**src/rtl/drive_cmd_pkg.sv**
```systemverilog
// Shared command, source and scheduler-state encodings for the drive command path.
// Used by the scheduler, the JSON translator and the vision classifier.
package drive_cmd_pkg;

   typedef enum logic [2:0] {
      STOP       = 3'd0,
      FAST_LEFT  = 3'd1,
      LEFT       = 3'd2,
      STRAIGHT   = 3'd3,
      RIGHT      = 3'd4,
      HARD_RIGHT = 3'd5
   } cmd_e;

   typedef enum logic [1:0] {
      NONE    = 2'd0,
      VISION  = 2'd1,
      MANUAL  = 2'd2,
      ESTOP   = 2'd3
   } src_e;

   typedef enum logic [2:0] {
      IDLE,
      ISSUE,
      WAIT_START,
      WAIT_DONE,
      GAP
   } sched_state_e;

   localparam int unsigned RETRY_CYC = 4;

   // The gap counter starts part-way so that WAIT_DONE, IDLE, ISSUE and the output
   // register together make exactly MIN_GAP_CYC quiet cycles after tx_busy falls.
   localparam logic [31:0] GAP_PRELOAD = 32'd4;

   function automatic cmd_e sanitize_cmd(input logic [2:0] code);
      return (code > 3'd5) ? STOP : cmd_e'(code);
   endfunction

endpackage

```
**src/rtl/cycle_timer.sv**
```systemverilog
// Loadable 32-bit saturating up-counter with clear, enable and a terminal flag.
module cycle_timer
   import drive_cmd_pkg::*;
#(
   parameter int unsigned TERMINAL = 1
) (
   input  logic        clk,
   input  logic        reset,
   input  logic        clr,
   input  logic        load,
   input  logic [31:0] load_val,
   input  logic        en,
   output logic        done
);

   logic [31:0] count_q, count_d;

   // Clear beats load beats count; counting stops at TERMINAL so it never wraps.
   always_comb begin
      count_d = count_q;
      if (clr) begin
         count_d = '0;
      end else if (load) begin
         count_d = load_val;
      end else if (en && (count_q < TERMINAL)) begin
         count_d = count_q + 32'd1;
      end
   end

   always_ff @(posedge clk) begin
      if (reset) begin
         count_q <= '0;
      end else begin
         count_q <= count_d;
      end
   end

   assign done = (count_q >= TERMINAL);

endmodule

```
**src/rtl/drive_cmd_scheduler.sv**
```systemverilog
// Arbitrates vision / manual / estop steering and paces single-cycle issues to the translator.
// Optional keepalive resend is enabled by defining DRIVE_SCHED_KEEPALIVE_EN.
module drive_cmd_scheduler
   import drive_cmd_pkg::*;
#(
   parameter int unsigned MIN_GAP_CYC   = 2_500_000,
   parameter int unsigned KEEPALIVE_CYC = 25_000_000,
   parameter int unsigned WATCHDOG_CYC  = 25_000_000
) (
   input  logic       clk,
   input  logic       reset,
   input  logic [2:0] vis_cmd,
   input  logic       vis_valid,
   input  logic [2:0] man_cmd,
   input  logic       man_valid,
   input  logic       man_override,
   input  logic       estop,
   input  logic       tx_busy,
   output logic [2:0] cmd_out,
   output logic       cmd_valid,
   output logic [1:0] active_src,
   output logic       wd_tripped
);

   sched_state_e state_q, state_d;
   cmd_e         vis_q, vis_d, man_q, man_d, cmd_out_q, cmd_out_d, eff_cmd;
   src_e         active_src_q, active_src_d, eff_src;
   logic         estop_q, override_q;
   logic         wd_tripped_q, wd_tripped_d;
   logic         force_send_q, force_send_d;
   logic         cmd_valid_q, cmd_valid_d;
   logic [1:0]   ws_cnt_q, ws_cnt_d;
   logic         wd_done, gap_done, ka_due, changed, estop_rise, retry_timeout;

   cycle_timer #(.TERMINAL(WATCHDOG_CYC)) u_watchdog (
      .clk(clk), .reset(reset), .clr(vis_valid), .load(1'b0),
      .load_val(32'd0), .en(1'b1), .done(wd_done)
   );

   cycle_timer #(.TERMINAL(MIN_GAP_CYC)) u_gap (
      .clk(clk), .reset(reset), .clr(1'b0),
      .load((state_q == WAIT_DONE) && !tx_busy),
      .load_val(GAP_PRELOAD), .en(state_q == GAP), .done(gap_done)
   );

`ifdef DRIVE_SCHED_KEEPALIVE_EN
   cycle_timer #(.TERMINAL(KEEPALIVE_CYC)) u_keepalive (
      .clk(clk), .reset(reset), .clr(state_q == ISSUE), .load(1'b0),
      .load_val(32'd0), .en(1'b1), .done(ka_due)
   );
`else
   assign ka_due = 1'b0;
`endif

   always_comb begin
      vis_d        = vis_q;
      man_d        = man_q;
      wd_tripped_d = wd_tripped_q;
      if (vis_valid) vis_d = sanitize_cmd(vis_cmd);
      if (man_valid) man_d = sanitize_cmd(man_cmd);
      if (vis_valid) begin
         wd_tripped_d = 1'b0;
      end else if (wd_done) begin
         wd_tripped_d = 1'b1;
      end
   end

   // A source change alone counts as a change, so a STOP from a new owner is re-announced.
   always_comb begin
      eff_cmd = vis_q;
      eff_src = VISION;
      if (estop_q) begin
         eff_cmd = STOP;
         eff_src = ESTOP;
      end else if (override_q) begin
         eff_cmd = man_q;
         eff_src = MANUAL;
      end else if (wd_tripped_q) begin
         eff_cmd = STOP;
         eff_src = NONE;
      end
   end

   assign changed       = (eff_cmd != cmd_out_q) || (eff_src != active_src_q);
   assign estop_rise    = estop && !estop_q;
   assign retry_timeout = (state_q == WAIT_START) && !tx_busy && (ws_cnt_q == 2'(RETRY_CYC - 1));

   always_comb begin
      state_d = state_q;
      case (state_q)
         IDLE:       if (!tx_busy && (changed || ka_due || force_send_q)) state_d = ISSUE;
         ISSUE:      state_d = WAIT_START;
         WAIT_START: begin
            if (tx_busy) begin
               state_d = WAIT_DONE;
            end else if (retry_timeout) begin
               state_d = IDLE;
            end
         end
         WAIT_DONE:  if (!tx_busy) state_d = GAP;
         GAP:        if (estop_rise || gap_done) state_d = IDLE;
         default:    state_d = IDLE;
      endcase
   end

   always_comb begin
      cmd_out_d    = cmd_out_q;
      active_src_d = active_src_q;
      cmd_valid_d  = 1'b0;
      force_send_d = force_send_q;
      ws_cnt_d     = 2'd0;
      case (state_q)
         ISSUE: begin
            cmd_out_d    = eff_cmd;
            active_src_d = eff_src;
            cmd_valid_d  = 1'b1;
            force_send_d = 1'b0;
         end
         WAIT_START: begin
            ws_cnt_d = ws_cnt_q + 2'd1;
            if (retry_timeout) force_send_d = 1'b1;
         end
         default: ;
      endcase
   end

   always_ff @(posedge clk) begin
      if (reset) begin
         state_q <= IDLE;
      end else begin
         state_q <= state_d;
      end
   end

   always_ff @(posedge clk) begin
      if (reset) begin
         vis_q        <= STOP;
         man_q        <= STOP;
         estop_q      <= 1'b0;
         override_q   <= 1'b0;
         wd_tripped_q <= 1'b1;
         force_send_q <= 1'b1;
         cmd_out_q    <= STOP;
         cmd_valid_q  <= 1'b0;
         active_src_q <= NONE;
         ws_cnt_q     <= 2'd0;
      end else begin
         vis_q        <= vis_d;
         man_q        <= man_d;
         estop_q      <= estop;
         override_q   <= man_override;
         wd_tripped_q <= wd_tripped_d;
         force_send_q <= force_send_d;
         cmd_out_q    <= cmd_out_d;
         cmd_valid_q  <= cmd_valid_d;
         active_src_q <= active_src_d;
         ws_cnt_q     <= ws_cnt_d;
      end
   end

   assign cmd_out    = cmd_out_q;
   assign cmd_valid  = cmd_valid_q;
   assign active_src = active_src_q;
   assign wd_tripped = wd_tripped_q;

endmodule

```
**config.mk**
```make
export PLATFORM = sky130hd
export DESIGN_NAME = drive_cmd_scheduler
export DESIGN_NICKNAME = d
export VERILOG_FILES = /design/src/rtl/drive_cmd_pkg.sv /design/src/rtl/cycle_timer.sv /design/src/rtl/drive_cmd_scheduler.sv
export SDC_FILE = /design/constraint.sdc
export NUM_CORES = 1
export LEC_CHECK = 0
export CAP_MARGIN = 20
export CELL_PAD_IN_SITES_DETAIL_PLACEMENT = 0
export CELL_PAD_IN_SITES_GLOBAL_PLACEMENT = 1
export CORE_MARGIN = 2
export CORE_UTILIZATION = 46
export CTS_BUF_LIST = sky130_fd_sc_hd__clkbuf_16
export DETAILED_ROUTE_END_ITERATION = 8
export PLACE_DENSITY_LB_ADDON = 0.1
export SKIP_CTS_REPAIR_TIMING = 1
export SYNTH_ARGS = -nofsm -noshare
export SYNTH_HDL_FRONTEND = slang
export SYNTH_SLANG_ARGS = --single-unit
```
**constraint.sdc**
```tcl
create_clock -name clk -period 3.07 [get_ports clk]
set_input_delay 0.614 -clock clk [delete_from_list [all_inputs] [get_ports clk]]
set_output_delay 0.614 -clock clk [all_outputs]
set_load 0.03 [all_outputs]
```
# After elaboration in Yosys (flattened, before gate mapping)
# Index checks and enable logic that the tools add are counted.
[totals] reg_bits=85 in_bits=13 wordCells=77
[classes] addsub=3 order_cmp=6 n_eq_ne=12 muxes=21 bitwise=1 n_reduce_logical=20
[op_table] op="adder 32 x 1 -> 32 bit (second input constant)" n=2
[op_table] op="two-way mux 3 bit" n=12
[op_table] op="greater-or-equal comparator 32 x 22 -> 1 bit (second input constant)" n=1
[op_table] op="greater-or-equal comparator 32 x 25 -> 1 bit (second input constant)" n=1
[op_table] op="< comparator 32 x 22 -> 1 bit (second input constant)" n=1
[op_table] op="< comparator 32 x 25 -> 1 bit (second input constant)" n=1
[op_table] op="one-hot mux 3 bit (5 select lines)" n=1
[op_table] op="!= test 2 bit (second input constant)" n=4
[op_table] op="== test 3 x 2 -> 1 bit (second input constant)" n=2
[op_table] op="greater-than comparator 3 bit (second input constant)" n=2
[op_table] op="logical AND 1 bit" n=6
[op_table] op="nonzero test 2 bit" n=3
[op_table] op="OR reduction 2 bit" n=3
[op_table] op="two-way mux 1 bit" n=5
[op_table] op="two-way mux 2 bit" n=2
[op_table] op="AND reduction 4 bit" n=1
[op_table] op="== test 3 x 1 -> 1 bit (second input constant)" n=1
[op_table] op="== test 3 bit (second input constant)" n=1
[op_table] op="zero test 3 bit" n=1
[op_table] op="logical OR 1 bit" n=3
[op_table] op="!= test 3 bit" n=1
[op_table] op="!= test 3 bit (second input constant)" n=1
[op_table] op="adder 2 x 1 -> 2 bit (second input constant)" n=1
[op_table] op="== test 2 bit (second input constant)" n=1
[op_table] op="other kinds (5)" n=6

# Depth between registers and ports, before layout
# Gate-level depths: netlist of the first run.
[logic_depth] ltp_word=9 depth_mapped=8 mapped_depth_nobuf=6

# By module
# From an unflattened synthesis of the first run, not the netlist that was laid out.
[unflattened] cells_unflattened=565 area_unflattened_um2=4688.2
[modules_own_cells] mod="cycle_timer (u_gap)" n_inst=1 cells_each=223 area_per_inst_um2=1878.1
[modules_own_cells] mod="cycle_timer (u_watchdog)" n_inst=1 cells_each=229 area_per_inst_um2=1828.0
[modules_own_cells] mod="drive_cmd_scheduler" n_inst=1 cells_each=113 area_per_inst_um2=982.2

# Worst setup path before layout of the first run
# OpenSTA, ideal clock, no wires.
[synth_path] path_type="register -> register" from="reg u_gap.count_q[27]" to="reg u_gap.count_q[9]" setup_time_ps=61 arrival_ps=2071 required_ps=3009 path_slack_ps=938 stages_incl_launch_ff=8 synth_period_minus_slack_ps=2132 cell_sequence="dfxtp_1 nor4_1 nand4_2 or4_1 buf_2 nor2_4 or4b_1 nand2_1"
[synth_via] elab_chain_cells=2
[synth_lines] element="start, declared" line="cycle_timer.sv:16" rtl="logic [31:0] count_q, count_d;"
[synth_lines] element="start signal, assigned" line="cycle_timer.sv:34" rtl="count_q <= count_d;"
[synth_lines] element="< comparator 32 x 22 -> 1 bit" line="cycle_timer.sv:25" rtl="end else if (en && (count_q < TERMINAL)) begin"
[synth_lines] element="logical AND 1 bit" line="cycle_timer.sv:25"
# No other way between the ends.
# A chain may end at the register's enable or synchronous reset.

# Worst setup path after layout of the first run
[layout_path] from="reg u_watchdog.count_q[7]" to="reg u_watchdog.count_q[19]"
[layout_via] elab_chain_cells=1
[layout_lines] element="start, declared" line="cycle_timer.sv:16"
[layout_lines] element="start signal, assigned" line="cycle_timer.sv:34"
[layout_lines] element="adder 32 x 1 -> 32 bit / < comparator 32 x 25 -> 1 bit (equally long branches)" line="cycle_timer.sv:26, cycle_timer.sv:25"
# Several ways; a longest one is shown, not always the timed one.

==> qor.yml, run 1 <==
outcome: "finished clean"
dpl.hpwl_mm: 5.414
synth_area_um2: 3882
overflow: 0
fmax_ghz: 0.3847
avgSynthCellArea_um2: 8.804
via_per_inst: 5.432
clock_path_buffers: 2
fp.dieH_um: 95.87
synthArstFlopShare: 0
peakVddDrop_uv: 220.4
busiest_layer: "met2"
min_period_over_period: 0.8468
grt_start_max_net_pins: 25
final_cells: 570
io_pins: 20
rsz0062_at_grt: "false"
drtPass1Iterations: 4
synthFlopType: "dfxtp_1"
required_ps: 3330
routed_wl_mm: 7.757
whs_path_depth: 1
dieArea_um2: 9191
syn_nets: 459
use_met3: 0.04307
maxCapViolCount: 0
slew_headroom: 0.4542
layout.area.seq_um2: 1702
num_vias: 3096
post-synth-top-area-cell: "dfxtp_1"
crit_fanout: 17
synth-warning-count: 0
cts.sinks: 85
gp_congestion: 0.8185
cts_tree: "built"
critPathArrivalTime_ps: 2860
routedWlPerCell_um: 13.61
worstSetupPathType: "reg -> reg"
grt_pass1_vias: 2831
synth_edf_count: 0
synth_top_area_share: 0.4383
io_buffers: 19
use_met2: 0.2727
fin_hold_ws_ps: 432.8
final_cell_mix: "dfxtp_1, nor2_1, nand2_1"
setup_viol: 0
clk_latency_ps: 330
leakagePower_uw: 0.001575
start_util: 0.4725
final_net_count: 478
clock_skew_ps: 5.296
fill_cells: 771
power_density_nw_per_um2: 525.4
slew_viol_final: 0
critPathLaunchType: "flip-flop"
post-route-min-period_ps: 2600
core_um2: 8217
final_common_cell: "dfxtp_1"
hold_start: "ws_cnt_q[0]"
grt_util_met1: 0.2552
netlist_top_cells_area: "dfxtp_1, xnor2_1, nor2_1, a21oi_1, and2_1"
tightest_slew_ps: 816.7
ant_nets: 0
r2r-start: "u_watchdog.count_q[7]"
grt_use_total: 0.1800
tns_ps: 0
hp-class: "reg -> reg"
cts_buffers: 9
ys_ff_latch: 85
grt_pass1_wl_mm: 13.09
root_buffer: "clkbuf_16"
synth_cell_type_count: 59
r2r_cells: 6
htree_levels: 3
end_kind: "flip-flop"
synthCells: 441
drc: 0
worstHoldEndpoint: "ws_cnt_q[0]"
clkTransAtPathRegs_ps: 70
drive_gt1_frac: 0.07957
num_rows: 33
multi_input_area_um2: 2072
report.final.hold_viol_count: 0
antenna_found_initial: 0
r2r_end: "u_watchdog.count_q[19]"
seq_area_frac_synth: 0.4383
synthToLayoutAreaGrowth_pct: 15.53
fp.dieW_um: 95.87
drtIter0Drc: 140
dp_cells: 554
r2r_slack_ps: 470
antennaDiodeCount: 0
## cells in the mapped netlist, types with 6 or more instances
cell type  count
nor2_1        50
nand2_1       31
nand2b_1      10
dfxtp_1       85
and2_1        20
o31ai_1        7
clkbuf_1      13
xnor2_1       23
or4_1          9
o21ai_0        8
inv_1         10
a21oi_1       28
nand4_1        7
nor4_1         9
nor3_1        17
mux2i_1        6
nand3_1       25
## area by class of cell
type,instances,share of cell area
clock buffers,9,0.05021
multi-input cells,328,0.4619
flip-flops and latches,85,0.3794
repair buffers,26,0.05411
clock inverters,7,0.01674
inverters,10,0.008368
well taps,105,0.02929
## registers in the layout, indices dropped and copies added, names as in the netlist, 2 cells and up
| register | cells |
|---|---|
| active_src | 2 |
| cmd_out | 3 |
| man_q | 3 |
| state_q | 3 |
| u_gap.count_q | 32 |
| u_watchdog.count_q | 32 |
| vis_q | 3 |
| ws_cnt_q | 2 |
## worst max-delay path by stage
stage	start	endpoint	slack, ps
floorplan	u_gap.count_q[27]	u_gap.count_q[9]	940
global placement	u_watchdog.count_q[7]	u_watchdog.count_q[21]	540
detailed placement	u_watchdog.count_q[7]	u_watchdog.count_q[21]	450
CTS	u_watchdog.count_q[7]	u_watchdog.count_q[21]	450
global route	u_watchdog.count_q[7]	u_watchdog.count_q[19]	150
finish	u_watchdog.count_q[7]	u_watchdog.count_q[19]	470
## per-stage QoR
stage / utilization / setup WS (ps) / cell area [µm²] / power, µW
final: 0.5459 / 470.3 / 4486 / 2357
after floorplan: - / 937.6 / 3882 / 1243
after global routing: 0.5459 / 149.5 / 4486 / 2454
after detailed placement: 0.5094 / 447.1 / 4185 / 1294
after CTS: 0.5459 / 446.9 / 4486 / 2387
after global placement: 0.5094 / 535.2 / 4185 / 1293
## cells by family (layout without fill, tap and decap cells)
family	count (synthesis)	count (layout)	share of synthesized area
AND/OR/NAND/NOR	220	220	0.3184
flip-flops	85	85	0.4383
AO/OA/AOI/OAI	69	69	0.1205
XOR/XNOR	28	28	0.06316
buffers and inverters	28	52	0.02804
multiplexers	6	6	0.01547
adder cells (fa/ha/maj)	5	5	0.01611
## metal layers
layer | wire length (µm) | vias to the layer above
met5 | 0 | -
met4 | 52 | 0
met3 | 221 | 5
met2 | 3373 | 35
met1 | 4109 | 1449
li1 | - | 1607
## worst max-delay path, cell delays in order, from the launching register on
cell	delay [ps]
dfxtp_1	350
or4_1	550
o21bai_1	180
a2111o_1	290
nand3_1	450
or4_1	550
a21oi_1	150
## power by group
part | switching (µW) | internal (µW) | total (µW) | leakage, µW
combinational | 66.9 | 60.1 | 127 | 0.000748
clock | 455 | 633 | 1090 | 0.000140
sequential | 21.4 | 1120 | 1140 | 0.000687
Note: power is estimated with default switching activity, not from simulation.
==> run 2, diff against run 1 <==
Clock period 3.07 ns to 2.4 ns, I/O delays scaled along.
==> run 2 against run 1 <==
  * Register-to-register slack got worse by 320 ps
  * Worst hold slack got worse by 2.0 ps
  * Sequential power rose by 28%
  * Critical path depth rose by 1
  * Critical path type unchanged
  * Largest cell class unchanged
  * Highest routed layer unchanged
==> qor.yml, run 2 (synthesis results as in run 1) <==
num_vias: 3184
cpMostUsedCell: "or4_1"
io_pins: 20
start_util: 0.4725
critPathTopFamily: "simple AND/OR/NAND/NOR gates"
cts.sinks: 85
drc: 0
slew_viol_final: 0
crit_fanout: 7
dieArea_um2: 9191
root_buffer: "clkbuf_16"
r2r_end: "u_watchdog.count_q[14]"
place_worst_setup_slack_ps: 21.80
slowest_delay_ps: 580
drtPass1Iterations: 4
setup_viol: 0
tightest_slew_ps: 700.6
grt_pass1_vias: 2894
fp.dieW_um: 95.87
routedWlPerCell_um: 13.77
power.switching_uw: 684.6
tns_ps: 0
fmax_ghz: 0.4447
grt_use_total: 0.1830
critPathLaunchType: "flip-flop"
cts_buffers: 9
report.final.hold_viol_count: 0
peakVddDrop_uv: 401.3
final_cells: 590
final_cell_mix: "dfxtp_1, nor2_1, nand2_1"
drtIter0Drc: 138
clk_latency_ps: 330
clkTransAtPathRegs_ps: 70
antennaDiodeCount: 0
grt_start_max_net_pins: 16
core_um2: 8217
r2r_slack_ps: 150
cp_cell_sequence: "or4_1, o21bai_2, a2111o_1, buf_4, nand4_4, or4_1, a21oi_1"
fp.dieH_um: 95.87
finalWorstSetupSlack_ps: 151.4
worstSetupPathType: "reg -> reg"
clock_skew_ps: 9.862
slowest_stage: "or4_1"
clock_path_buffers: 2
clockPowerShare: 0.457
end_kind: "flip-flop"
min_period_over_period: 0.9369
gp_congestion: 0.7999
dp_cells: 573
num_rows: 33
routed_wl_mm: 8.124
sw_frac_of_total: 0.2271
final_common_cell: "dfxtp_1"
drive_gt1_frac: 0.1278
dpl.hpwl_mm: 5.775
pwr-share-seq: 0.483
worst-path-buf-inv: 1
largest_registers: "u_gap.count_q (32), u_watchdog.count_q (32)"
ant_nets: 0
cts_tree: "built"
maxCapViolCount: 0
whs_path_depth: 1
hold_start: "ws_cnt_q[0]"
fin_util: 0.5674
hp-class: "reg -> reg"
grt_pass1_wl_mm: 13.28
via_per_inst: 5.397
combPwrFrac: 0.060
leakagePower_uw: 0.001633
r2r_cells: 7
r2r-start: "u_watchdog.count_q[7]"
synthToLayoutAreaGrowth_pct: 20.08
slew_headroom: 0.5329
io_buffers: 19
required_ps: 2660
htree_levels: 3
critical_path_depth: 7
outcome: "finished clean"
critPathArrivalTime_ps: 2510
rsz0062_at_grt: "false"
antenna_found_initial: 0
final_net_count: 498
overflow: 0
p_int_uw: 2331
post-route-min-period_ps: 2249
power_density_nw_per_um2: 646.8
fill_cells: 745
worstHoldEndpoint: "ws_cnt_q[0]"
## run 2: final cells by class
class / count / area [µm²] / area share
tap: 105 / 131.4 / 0.02818
clock inverter: 7 / 75.07 / 0.01610
multi-input combinational: 328 / 2098 / 0.4501
sequential: 85 / 1702 / 0.3650
timing repair buffer: 46 / 392.9 / 0.08427
clock buffer: 9 / 225.2 / 0.04831
inverter: 10 / 37.54 / 0.008052
## run 2: per-stage QoR
| step | area (µm²) | power [µW] | hold WS, ps |
|---|---|---|---|
| finish | 4662 | 3015 | 430.8 |
| CTS | 4628 | 3053 | 437.0 |
| detailed placement | 4328 | 1669 | 427.1 |
| global placement | 4328 | 1667 | 417.0 |
| global route | 4662 | 3132 | 465.9 |
| floorplan | 3882 | 1590 | 406.3 |
## run 2: power groups by stage
stage          sequential, µW  combinational, µW  clock [µW]
6_report                 1460                182        1380
5_1_grt                  1460                201        1470
4_1_cts                  1450                183        1410
3_5_place_dp             1490                182           0
3_3_place_gp             1490                180           0
2_1_floorplan            1490               99.7           0
## run 2: routing by layer
layer | part of all wire | routed length [µm] | up-vias | track usage
met4 | 0.014 | 116 | 0 | 0.07500
met5 | 0 | 0 | - | 0
li1 | - | - | 1654 | -
met3 | 0.030 | 245 | 13 | 0.02976
met1 | 0.51 | 4133 | 1467 | 0.2523
met2 | 0.45 | 3627 | 50 | 0.2850
## run 2: worst max-delay path by stage
stage	from	endpoint
final	u_watchdog.count_q[7]	u_watchdog.count_q[14]
after global routing	u_watchdog.count_q[7]	u_watchdog.count_q[14]
after CTS	u_watchdog.count_q[7]	u_watchdog.count_q[22]
after detailed placement	u_watchdog.count_q[7]	u_watchdog.count_q[22]
after global placement	state_q[2]	u_gap.count_q[9]
after floorplan	u_gap.count_q[27]	u_gap.count_q[9]
